[src/rtl/hex_display_driver.sv]
// Multi-digit hex-to-seven-segment driver: captures a packed value, decodes it MS digit first
// with optional leading-zero blanking, commits all digits at once, and supports whole-display blink.
module hex_display_driver #(
  parameter int NUM_DIGITS = 4,
  parameter int BLINK_DIV  = 25_000_000
) (
  input  logic                    clk,
  input  logic                    reset,
  input  logic [4*NUM_DIGITS-1:0] value_in,
  input  logic                    load,
  input  logic                    blank_lz,
  input  logic                    blink_en,
  output logic                    ready,
  output logic                    done,
  output logic [7*NUM_DIGITS-1:0] seg_out
);

  localparam int IDX_W = (NUM_DIGITS > 1) ? $clog2(NUM_DIGITS) : 1;
  localparam int CNT_W = $clog2(BLINK_DIV);
  localparam logic [IDX_W-1:0] IDX_TOP = IDX_W'(NUM_DIGITS - 1);
  localparam logic [CNT_W-1:0] CNT_TOP = CNT_W'(BLINK_DIV - 1);
  localparam logic [6:0]       SEG_BLANK = 7'b1111111;

  typedef enum logic [1:0] {
    IDLE,
    CONVERT,
    COMMIT
  } state_t;

  state_t                  state;
  state_t                  state_nxt;
  logic [4*NUM_DIGITS-1:0] val_reg;
  logic                    lz_active;
  logic [IDX_W-1:0]        idx;
  logic [7*NUM_DIGITS-1:0] shadow;
  logic [7*NUM_DIGITS-1:0] seg_reg;
  logic [CNT_W-1:0]        blink_cnt;
  logic                    phase;
  logic [3:0]              cur_digit;
  logic                    blank_cur;

  // Active-low gfedcba pattern for one hex digit.
  function automatic logic [6:0] hex_to_seg(input logic [3:0] d);
    logic [6:0] s;
    case (d)
      4'h0:    s = 7'b1000000;
      4'h1:    s = 7'b1111001;
      4'h2:    s = 7'b0100100;
      4'h3:    s = 7'b0110000;
      4'h4:    s = 7'b0011001;
      4'h5:    s = 7'b0010010;
      4'h6:    s = 7'b0000010;
      4'h7:    s = 7'b1111000;
      4'h8:    s = 7'b0000000;
      4'h9:    s = 7'b0010000;
      4'hA:    s = 7'b0001000;
      4'hB:    s = 7'b0000011;
      4'hC:    s = 7'b1000110;
      4'hD:    s = 7'b0100001;
      4'hE:    s = 7'b0000110;
      default: s = 7'b0001110;
    endcase
    return s;
  endfunction

  always_comb begin
    cur_digit = 4'h0;
    for (int k = 0; k < NUM_DIGITS; k++) begin
      if (idx == IDX_W'(k)) cur_digit = val_reg[4*k +: 4];
    end
  end

  // The least significant digit always shows, so an all-zero value still reads "0".
  assign blank_cur = lz_active && (cur_digit == 4'h0) && (idx != '0);

  always_comb begin
    state_nxt = state;
    unique case (state)
      IDLE:    if (load) state_nxt = CONVERT;
      CONVERT: if (idx == '0) state_nxt = COMMIT;
      COMMIT:  state_nxt = IDLE;
      default: state_nxt = IDLE;
    endcase
  end

  assign ready = (state == IDLE);

  always_ff @(posedge clk) begin
    if (reset) state <= IDLE;
    else       state <= state_nxt;
  end

  always_ff @(posedge clk) begin
    unique case (state)
      IDLE: begin
        if (load) begin
          val_reg   <= value_in;
          lz_active <= blank_lz;
          idx       <= IDX_TOP;
        end
      end
      CONVERT: begin
        for (int k = 0; k < NUM_DIGITS; k++) begin
          if (idx == IDX_W'(k)) shadow[7*k +: 7] <= blank_cur ? SEG_BLANK : hex_to_seg(cur_digit);
        end
        if (!blank_cur) lz_active <= 1'b0;
        if (idx != '0) idx <= idx - IDX_W'(1);
      end
      default: ;
    endcase
  end

  // Segment outputs change only here, so a partially converted value is never displayed.
  always_ff @(posedge clk) begin
    if (reset) begin
      done    <= 1'b0;
      seg_reg <= '1;
    end else begin
      done <= (state == COMMIT);
      if (state == COMMIT) seg_reg <= shadow;
    end
  end

  always_ff @(posedge clk) begin
    if (reset) begin
      blink_cnt <= '0;
      phase     <= 1'b1;
    end else if (blink_cnt == CNT_TOP) begin
      blink_cnt <= '0;
      phase     <= ~phase;
    end else begin
      blink_cnt <= blink_cnt + CNT_W'(1);
    end
  end

  assign seg_out = (blink_en && !phase) ? '1 : seg_reg;

endmodule

[config.mk]
export PLATFORM = sky130hd
export DESIGN_NAME = hex_display_driver
export DESIGN_NICKNAME = d
export VERILOG_FILES = /design/src/rtl/hex_display_driver.sv
export SDC_FILE = /design/constraint.sdc
export NUM_CORES = 1
export LEC_CHECK = 0
export ABC_AREA = 1
export ABC_CLOCK_PERIOD_IN_PS = 1990
export CAP_MARGIN = 20
export CORE_MARGIN = 3
export CORE_UTILIZATION = 50
export DETAILED_ROUTE_END_ITERATION = 8
export PLACE_DENSITY_LB_ADDON = 0.3
export SETUP_SLACK_MARGIN = 0.5
export SLEW_MARGIN = 20
export SYNTH_ARGS = -nofsm -noshare
export SYNTH_HDL_FRONTEND = slang
export SYNTH_SLANG_ARGS = --single-unit
[constraint.sdc]
create_clock -name clk -period 1.99 [get_ports clk]
set_input_delay 0.398 -clock clk [delete_from_list [all_inputs] [get_ports clk]]
set_output_delay 0.398 -clock clk [all_outputs]
set_load 0.005 [all_outputs]
==> results of run 1 <==
## logic make-up (layout without fill, tap and decap cells)
kind of cell | count (synthesis) | in the layout | share of synthesized area [%]
simple gates | 297 | 300 | 27.48
xor+xnor | 13 | 13 | 2.474
compound gates | 47 | 47 | 5.219
flops | 104 | 104 | 55.45
fa+ha+maj | 10 | 10 | 2.718
buf+inv | 77 | 196 | 6.659
## Yosys cell counts, types with 2 or more instances
library cell | instances | area [um^2]
nor2_4 | 2 | 22.52
xor2_1 | 8 | 70.07
dfxtp_1 | 57 | 1141
buf_2 | 2 | 10.01
edfxtp_1 | 47 | 1411
buf_1 | 4 | 15.01
nand3_1 | 35 | 175.2
nor2_1 | 55 | 206.5
buf_6 | 2 | 22.52
nand2_2 | 2 | 12.51
nand2_1 | 182 | 683.2
o21ai_0 | 29 | 145.1
nor3_2 | 2 | 20.02
nand3b_1 | 3 | 22.52
xnor2_1 | 5 | 43.79
nand4_1 | 4 | 25.02
nand2_4 | 2 | 22.52
nor3_1 | 4 | 20.02
a21oi_1 | 16 | 80.08
ha_1 | 10 | 125.1
clkbuf_1 | 6 | 22.52
inv_1 | 62 | 232.7
## report_power, final
part / internal [W] / total, W / switching [W]
Clock: 0.000673 / 0.00143 / 0.000754
Sequential: 0.00233 / 0.00237 / 0.0000326
Combinational: 0.000271 / 0.000629 / 0.000357
## layer usage
layer / GRT usage [%] / wire, um
met2: 37.98 / 6277
met5: 0 / 0
met3: 4.096 / 746
met4: 6.963 / 229
met1: 29.50 / 4863
## critical path: stages (launching register included)
cell      delay (ns)
edfxtp_1        0.44
buf_6           0.16
ha_4            0.18
nand2_2         0.11
nand3_4         0.11
a21oi_4         0.20
ha_2            0.26
nor2_1          0.07
nand2_1         0.06
o211ai_1        0.09
buf_4           0.16
## final timing paths
check                endpoint  cells after the start  slack [ns]
setup / recovery    shadow[9]                     10        -0.1
hold / removal    seg_reg[12]                      2        0.48
setup reg to reg    shadow[9]                     10        -0.1
hold reg to reg   seg_reg[12]                      2        0.48
## through the flow
step                setup TNS (ns)  utilization (%)
CTS                         -2.110            69.68
global placement            -2.598            61.75
detailed placement          -4.390            61.75
global route                -4.094            75.88
finish                      -1.434            75.88
floorplan                        0                -
## final cells by class
cell class                 instances  area (um^2)  share of cell area (%)
multi-input combinational        370         2369                   35.28
tap                              108        135.1                   2.013
clock inverter                     6        70.07                   1.044
sequential                       104         2572                   38.32
inverter                          63        261.5                   3.895
timing repair buffer             117         1157                   17.24
clock buffer                      10        148.9                   2.218
## repair_timing
| item | 4_1_cts | 5_1_grt |
|---|---|---|
| buffers inserted | 27 | 14 |
| resized for setup | 199 | 106 |
| endpoints found under the hold margin | 0 | 0 |
| gates cloned | 6 | 0 |
| endpoints found under the setup margin | 113 | 134 |
| pin swaps | 14 | 27 |
==> metrics, run 1 <==
outcome complete, but fails checks; failing checks setup timing; IO Port Bufs 50; GR Overflow Total 0; CORE AREA approximately 8800 um^2; syn_area_per_cell roughly 8.4 um^2; Die Ht 102.0 um; CTS Sinks 104; critical path launch point idx[0]; share of post-route cells with drive strength above 1 34.78%; hold_ws 0.4798 ns; vias after detailed routing 4074; Synth Instances 548; Initial Util 52.02%; initial antenna violation count 0; hold_buf cts 0; DRC Markers 0; CP Class flip-flop to flip-flop; most frequent cells in the layout 135 x nand2_1, 54 x inv_1, 47 x dfxtp_1, 47 x edfxtp_1, 45 x nor2_1; number of global-route vias before repair 3804; HPWL Detailed 6870 um; CP Capture Type flip-flop; Hold Path Origin shadow[12]; Final Critical Period between 2 and 2.5 ns; DR iter-0 viols 207; ys async rst share 0%; deepest level of the CTS H-tree 3; CP Max Fanout 5; fin cells 778; CP required 2.12 ns; placed insts 715; fin area between 6000 and 7000 um^2; synth unique cells 31; IO Count between 50 and 60; Power Dens Cells 658.6 nW/um^2; global placement routability congestion approximately 0.9; number of synthesized flops with an enable pin 47; Placed Area 5464 um^2; Final Power 0.004422 W; clk slew on worst S/H paths around 0.11 ns; most common flop cell mapped by yosys dfxtp_1; Die X 102.0 um; Yosys reg bits 104; mapped cell area 4603 um^2; commonest non-fill, non-tap cell in the layout nand2_1; layout net count 696; clk_lat worst skew approximately 0.37 ns; Post-DRT Antenna Nets 0; Vias per Instance around 5.2; max-cap violations 0; Setup Viol. Count Final 29; Area Overhead vs Synth 45.85%; Worst Max-Slew Pin Slew 0.3410 ns; first-pass GRT wire length 18230 um; Cell Rows 34; full die area 10390 um^2; Place WS -0.1216 ns; Leak Pwr 2.734 nW; Longest Clk Path Bufs 2; Worst Clk Skew 0.01361 ns; WP data arrival approximately 2.2 ns; worst r2r src idx[0]; Seq/Total Area, Yosys 55.45%; largest net degree at the start of global routing 57; CTS buffer count 9; First-pass DRT Iterations 4; final setup margin -0.09737 ns; crit start category flip-flop; maximum clock frequency 0.4791 GHz; Fillers around 550; Routed Wire Length 12120 um; Root Driver clkbuf_8; syn nets 579; n_diodes 0; Hold WC Path Type flip-flop to flip-flop; CTS tree yes; worst vdd ir 0.0005973 V; wire per inst 15.57 um; final hold vios 0; Slew headroom between 70% and 80%; Yosys warning count 0; unrepaired setup endpoints after global routing yes; fin. max-slew vios 0; GR Util All Layers ~22%; Final period util 104.9%
No activity file was read; power rests on OpenSTA's default activity.
==> run 2, diff against run 1 <==
--- a/config.mk
+++ b/config.mk
@@ -13,7 +13,6 @@
 export DETAILED_ROUTE_END_ITERATION = 8
 export PLACE_DENSITY_LB_ADDON = 0.3
 export SETUP_SLACK_MARGIN = 0.5
-export SLEW_MARGIN = 20
 export SYNTH_ARGS = -nofsm -noshare
 export SYNTH_HDL_FRONTEND = slang
 export SYNTH_SLANG_ARGS = --single-unit
==> results of run 2 <==
Same layout as run 1: the final DEF is identical, and so are final timing and power.
==> run 3, diff against run 2 <==
--- a/config.mk
+++ b/config.mk
@@ -5,13 +5,13 @@
 export SDC_FILE = /design/constraint.sdc
 export NUM_CORES = 1
 export LEC_CHECK = 0
-export ABC_AREA = 1
 export ABC_CLOCK_PERIOD_IN_PS = 1990
 export CAP_MARGIN = 20
 export CORE_MARGIN = 3
 export CORE_UTILIZATION = 50
 export DETAILED_ROUTE_END_ITERATION = 8
 export PLACE_DENSITY_LB_ADDON = 0.3
+export RECOVER_POWER = 25
 export SETUP_SLACK_MARGIN = 0.5
 export SYNTH_ARGS = -nofsm -noshare
 export SYNTH_HDL_FRONTEND = slang
==> run 3 against run 2 <==
  * The flow still finishes with violations (setup timing)
  * Cell count is 21% lower
  * Worst hold slack worse by 0.025 ns
  * First-iteration DRC count is 17% lower
  * Clock power is 3% lower
  * Synthesized area is 3.5% lower
  * Die area is 3.2% lower
  * Wire length is 1.5% lower
  * Sequential share of layout area is 0.17 points lower
  * Via count is 17% lower
  * Cell area is 1.0% higher
  * Global-route usage is 0.52 points lower
  * Count of clock-buffer cells in the layout stayed put
  * Critical path type unchanged
==> metrics, run 3 <==
outcome complete, but fails checks (unchanged); failing checks setup timing (unchanged); commonest cells in the netlist 57 x dfxtp_1, 47 x edfxtp_1, 36 x nor2b_1 (was 182 x nand2_1, 62 x inv_1, 57 x dfxtp_1); Initial Util 52.76% (was 52.02%); worst vdd ir 0.0005950 V (was 0.0005973 V); mapped cell area 4444 um^2 (was 4603 um^2); clk slew on worst S/H paths 0.12 ns (was 0.11 ns); GR Util All Layers 21.94% (was 22.46%); HPWL Detailed 5561 um (was 6870 um); Routed Wire Length 11940 um (was 12120 um); Leak Pwr 2.673 nW (was 2.734 nW); worst r2r src idx[1] (was idx[0]); CP Max Fanout 6 (was 5); wire per inst 19.38 um (was 15.57 um); Die Ht 100.3 um (was 102.0 um); Worst Max-Slew Pin Slew 0.7259 ns (was 0.3410 ns); vias after detailed routing 3372 (was 4074); n_diodes 0 (unchanged); count leader, synth dfxtp_1 (was nand2_1); placed insts 541 (was 715); syn_area_per_cell 11.70 um^2 (was 8.400 um^2); DRC Markers 0 (unchanged); clk_lat worst skew 0.39 ns (was 0.37 ns); CP Capture Type flip-flop (unchanged); commonest non-fill, non-tap cell in the layout buf_6 (was nand2_1); Worst Clk Skew 0.02176 ns (was 0.01361 ns); CP required 2.11 ns (was 2.12 ns); share of post-route cells with drive strength above 1 46.18% (was 34.78%); Final period util 131.4% (was 104.9%); largest cells by area after synthesis edfxtp_1 32%, dfxtp_1 26%, a211o_1 5.5% (was edfxtp_1 31%, dfxtp_1 25%, nand2_1 15%); Slew headroom 51.61% (was 77.27%); Synth Instances 380 (was 548); fin. max-slew vios 0 (unchanged); CTS buffer count 9 (unchanged); ys async rst share 0% (unchanged); hold_buf cts 0 (unchanged); Post-DRT Antenna Nets 0 (unchanged); layout net count 537 (was 696); CP Class flip-flop to flip-flop (unchanged); First-pass DRT Iterations 4 (unchanged); Vias per Instance 5.474 (was 5.237); most frequent cells in the layout 49 x buf_6, 47 x edfxtp_1, 41 x dfxtp_1, 36 x buf_4, 35 x nor2b_1 (was 135 x nand2_1, 54 x inv_1, 47 x dfxtp_1, 47 x edfxtp_1, 45 x nor2_1); most common flop cell mapped by yosys dfxtp_1 (unchanged); initial antenna violation count 0 (unchanged); synth unique cells 44 (was 31); deepest level of the CTS H-tree 3 (unchanged); critical path launch point idx[1] (was idx[0]); final setup margin -0.6248 ns (was -0.09737 ns); area share of the largest cell type after synthesis 31.76% (was 30.66%); DR iter-0 viols 172 (was 207); Place WS -0.6002 ns (was -0.1216 ns); number of synthesized flops with an enable pin 47 (unchanged); CTS Sinks 104 (unchanged); Seq/Total Area, Yosys 57.43% (was 55.45%); final hold vios 0 (unchanged); Yosys reg bits 104 (unchanged); full die area 10060 um^2 (was 10390 um^2); FF-to-FF setup slack -0.62 ns (was -0.1 ns); crit start category flip-flop (unchanged); fin cells 616 (was 778); Hold Path Origin shadow[13] (was shadow[12]); largest net degree at the start of global routing 58 (was 57); first-pass GRT wire length 17150 um (was 18230 um); syn nets 411 (was 579); Setup Viol. Count Final 29 (unchanged); GR Overflow Total 0 (unchanged); Final Util 80.54% (was 75.88%); Power Dens Cells 657.7 nW/um^2 (was 658.6 nW/um^2); IO Count 51 (unchanged); Longest Clk Path Bufs 2 (unchanged); Fillers 454 (was 548); CORE AREA 8423 um^2 (was 8848 um^2); maximum clock frequency 0.3824 GHz (was 0.4791 GHz); number of global-route vias before repair 3449 (was 3804); Hold WC Path Type flip-flop to flip-flop (unchanged); Die X 100.3 um (was 102.0 um); WP data arrival 2.73 ns (was 2.21 ns); IO Port Bufs 50 (unchanged); global placement routability congestion 0.8493 (was 0.9143); Root Driver clkbuf_8 (unchanged); Area Overhead vs Synth 52.65% (was 45.85%); leading area contributor after synthesis edfxtp_1 (unchanged); CTS tree yes (unchanged); Yosys warning count 0 (unchanged); Final Critical Period 2.615 ns (was 2.087 ns); unrepaired setup endpoints after global routing yes (unchanged); max-cap violations 0 (unchanged); Cell Rows 33 (was 34)
[run 3: cell types whose count changed after synthesis, moves of 11 or more]
cell / previous run / this run
nand2b_1: 0 / 34
nor2_1: 55 / 28
inv_1: 62 / 9
nand3_1: 35 / 12
xor2_1: 8 / 19
o21ai_0: 29 / 0
nand2_1: 182 / 15
nor2b_1: 0 / 36
a211o_1: 0 / 28
a21oi_1: 16 / 1
[run 3: layer usage]
| layer | vias to the layer above | part of all wire, % | track usage, % |
|---|---|---|---|
| li1 | 1574 | - | - |
| met1 | 1686 | 39 | 25.53 |
| met2 | 86 | 55 | 39.19 |
| met3 | 26 | 3.8 | 5.142 |
| met4 | 0 | 2.4 | 8.083 |
| met5 | - | 0 | 0 |
[run 3: path summary, 6_finish.rpt]
| check | depth (start not counted) | end |
|---|---|---|
| max | 9 | shadow[21] |
| min | 1 | seg_reg[13] |
| max reg2reg | 9 | shadow[21] |
| min reg2reg | 1 | seg_reg[13] |
[run 3: kinds of logic (layout without fill, tap and decap cells)]
group / after synthesis / count (layout) / share of synthesized area, %
AND/OR/NAND/NOR: 163 / 163 / 21.85
flip-flops: 104 / 104 / 57.43
AO/OA/AOI/OAI: 42 / 42 / 7.967
buffers and inverters: 28 / 159 / 2.872
XOR/XNOR: 24 / 24 / 4.730
adder cells (fa/ha/maj): 10 / 10 / 2.815
multiplexers: 9 / 9 / 2.337
[run 3: critical path, stage by stage (launching register included)]
cell and delay, ns:
edfxtp_1 0.47, inv_2 0.15, ha_2 0.25, nand2_1 0.08
o211ai_1 0.09, o211ai_1 0.21, ha_4 0.22, and3b_1 0.17
or2_1 0.23, mux4_2 0.50
[run 3: cell type report]
cell class | count | area [um^2] | area share, %
flip-flops and latches | 104 | 2587 | 38.14
clock inverters | 6 | 66.31 | 0.9775
repair buffers | 134 | 1451 | 21.39
inverters | 9 | 36.28 | 0.5349
clock buffers | 10 | 148.9 | 2.195
well taps | 105 | 131.4 | 1.937
multi-input cells | 248 | 2362 | 34.82
[run 3: where the power goes]
part           switching [W]  internal (W)  total, W
combinational       0.000347      0.000343  0.000690
sequential         0.0000368       0.00234   0.00238
clock               0.000824      0.000570   0.00139
[run 3: through the flow]
step | area, um^2 | setup TNS, ns | hold slack [ns] | power [W]
6_report | 6784 | -13.63 | 0.4545 | 0.004462
4_1_cts | 6255 | -10.14 | 0.4580 | 0.004358
3_3_place_gp | 5274 | -11.76 | 0.4331 | 0.002905
2_1_floorplan | 4498 | -7.744 | 0.4283 | 0.002693
3_5_place_dp | 5274 | -14.57 | 0.4350 | 0.002926
5_1_grt | 6784 | -16.24 | 0.4710 | 0.004622
[run 3: timing repair]
item / in CTS / in global routing
pin swaps: 31 / 28
buffers inserted: 41 / 12
endpoints found under the hold margin: 0 / 0
gates resized for setup: 224 / 90
cloned: 6 / 0
setup endpoints to repair: 105 / 91
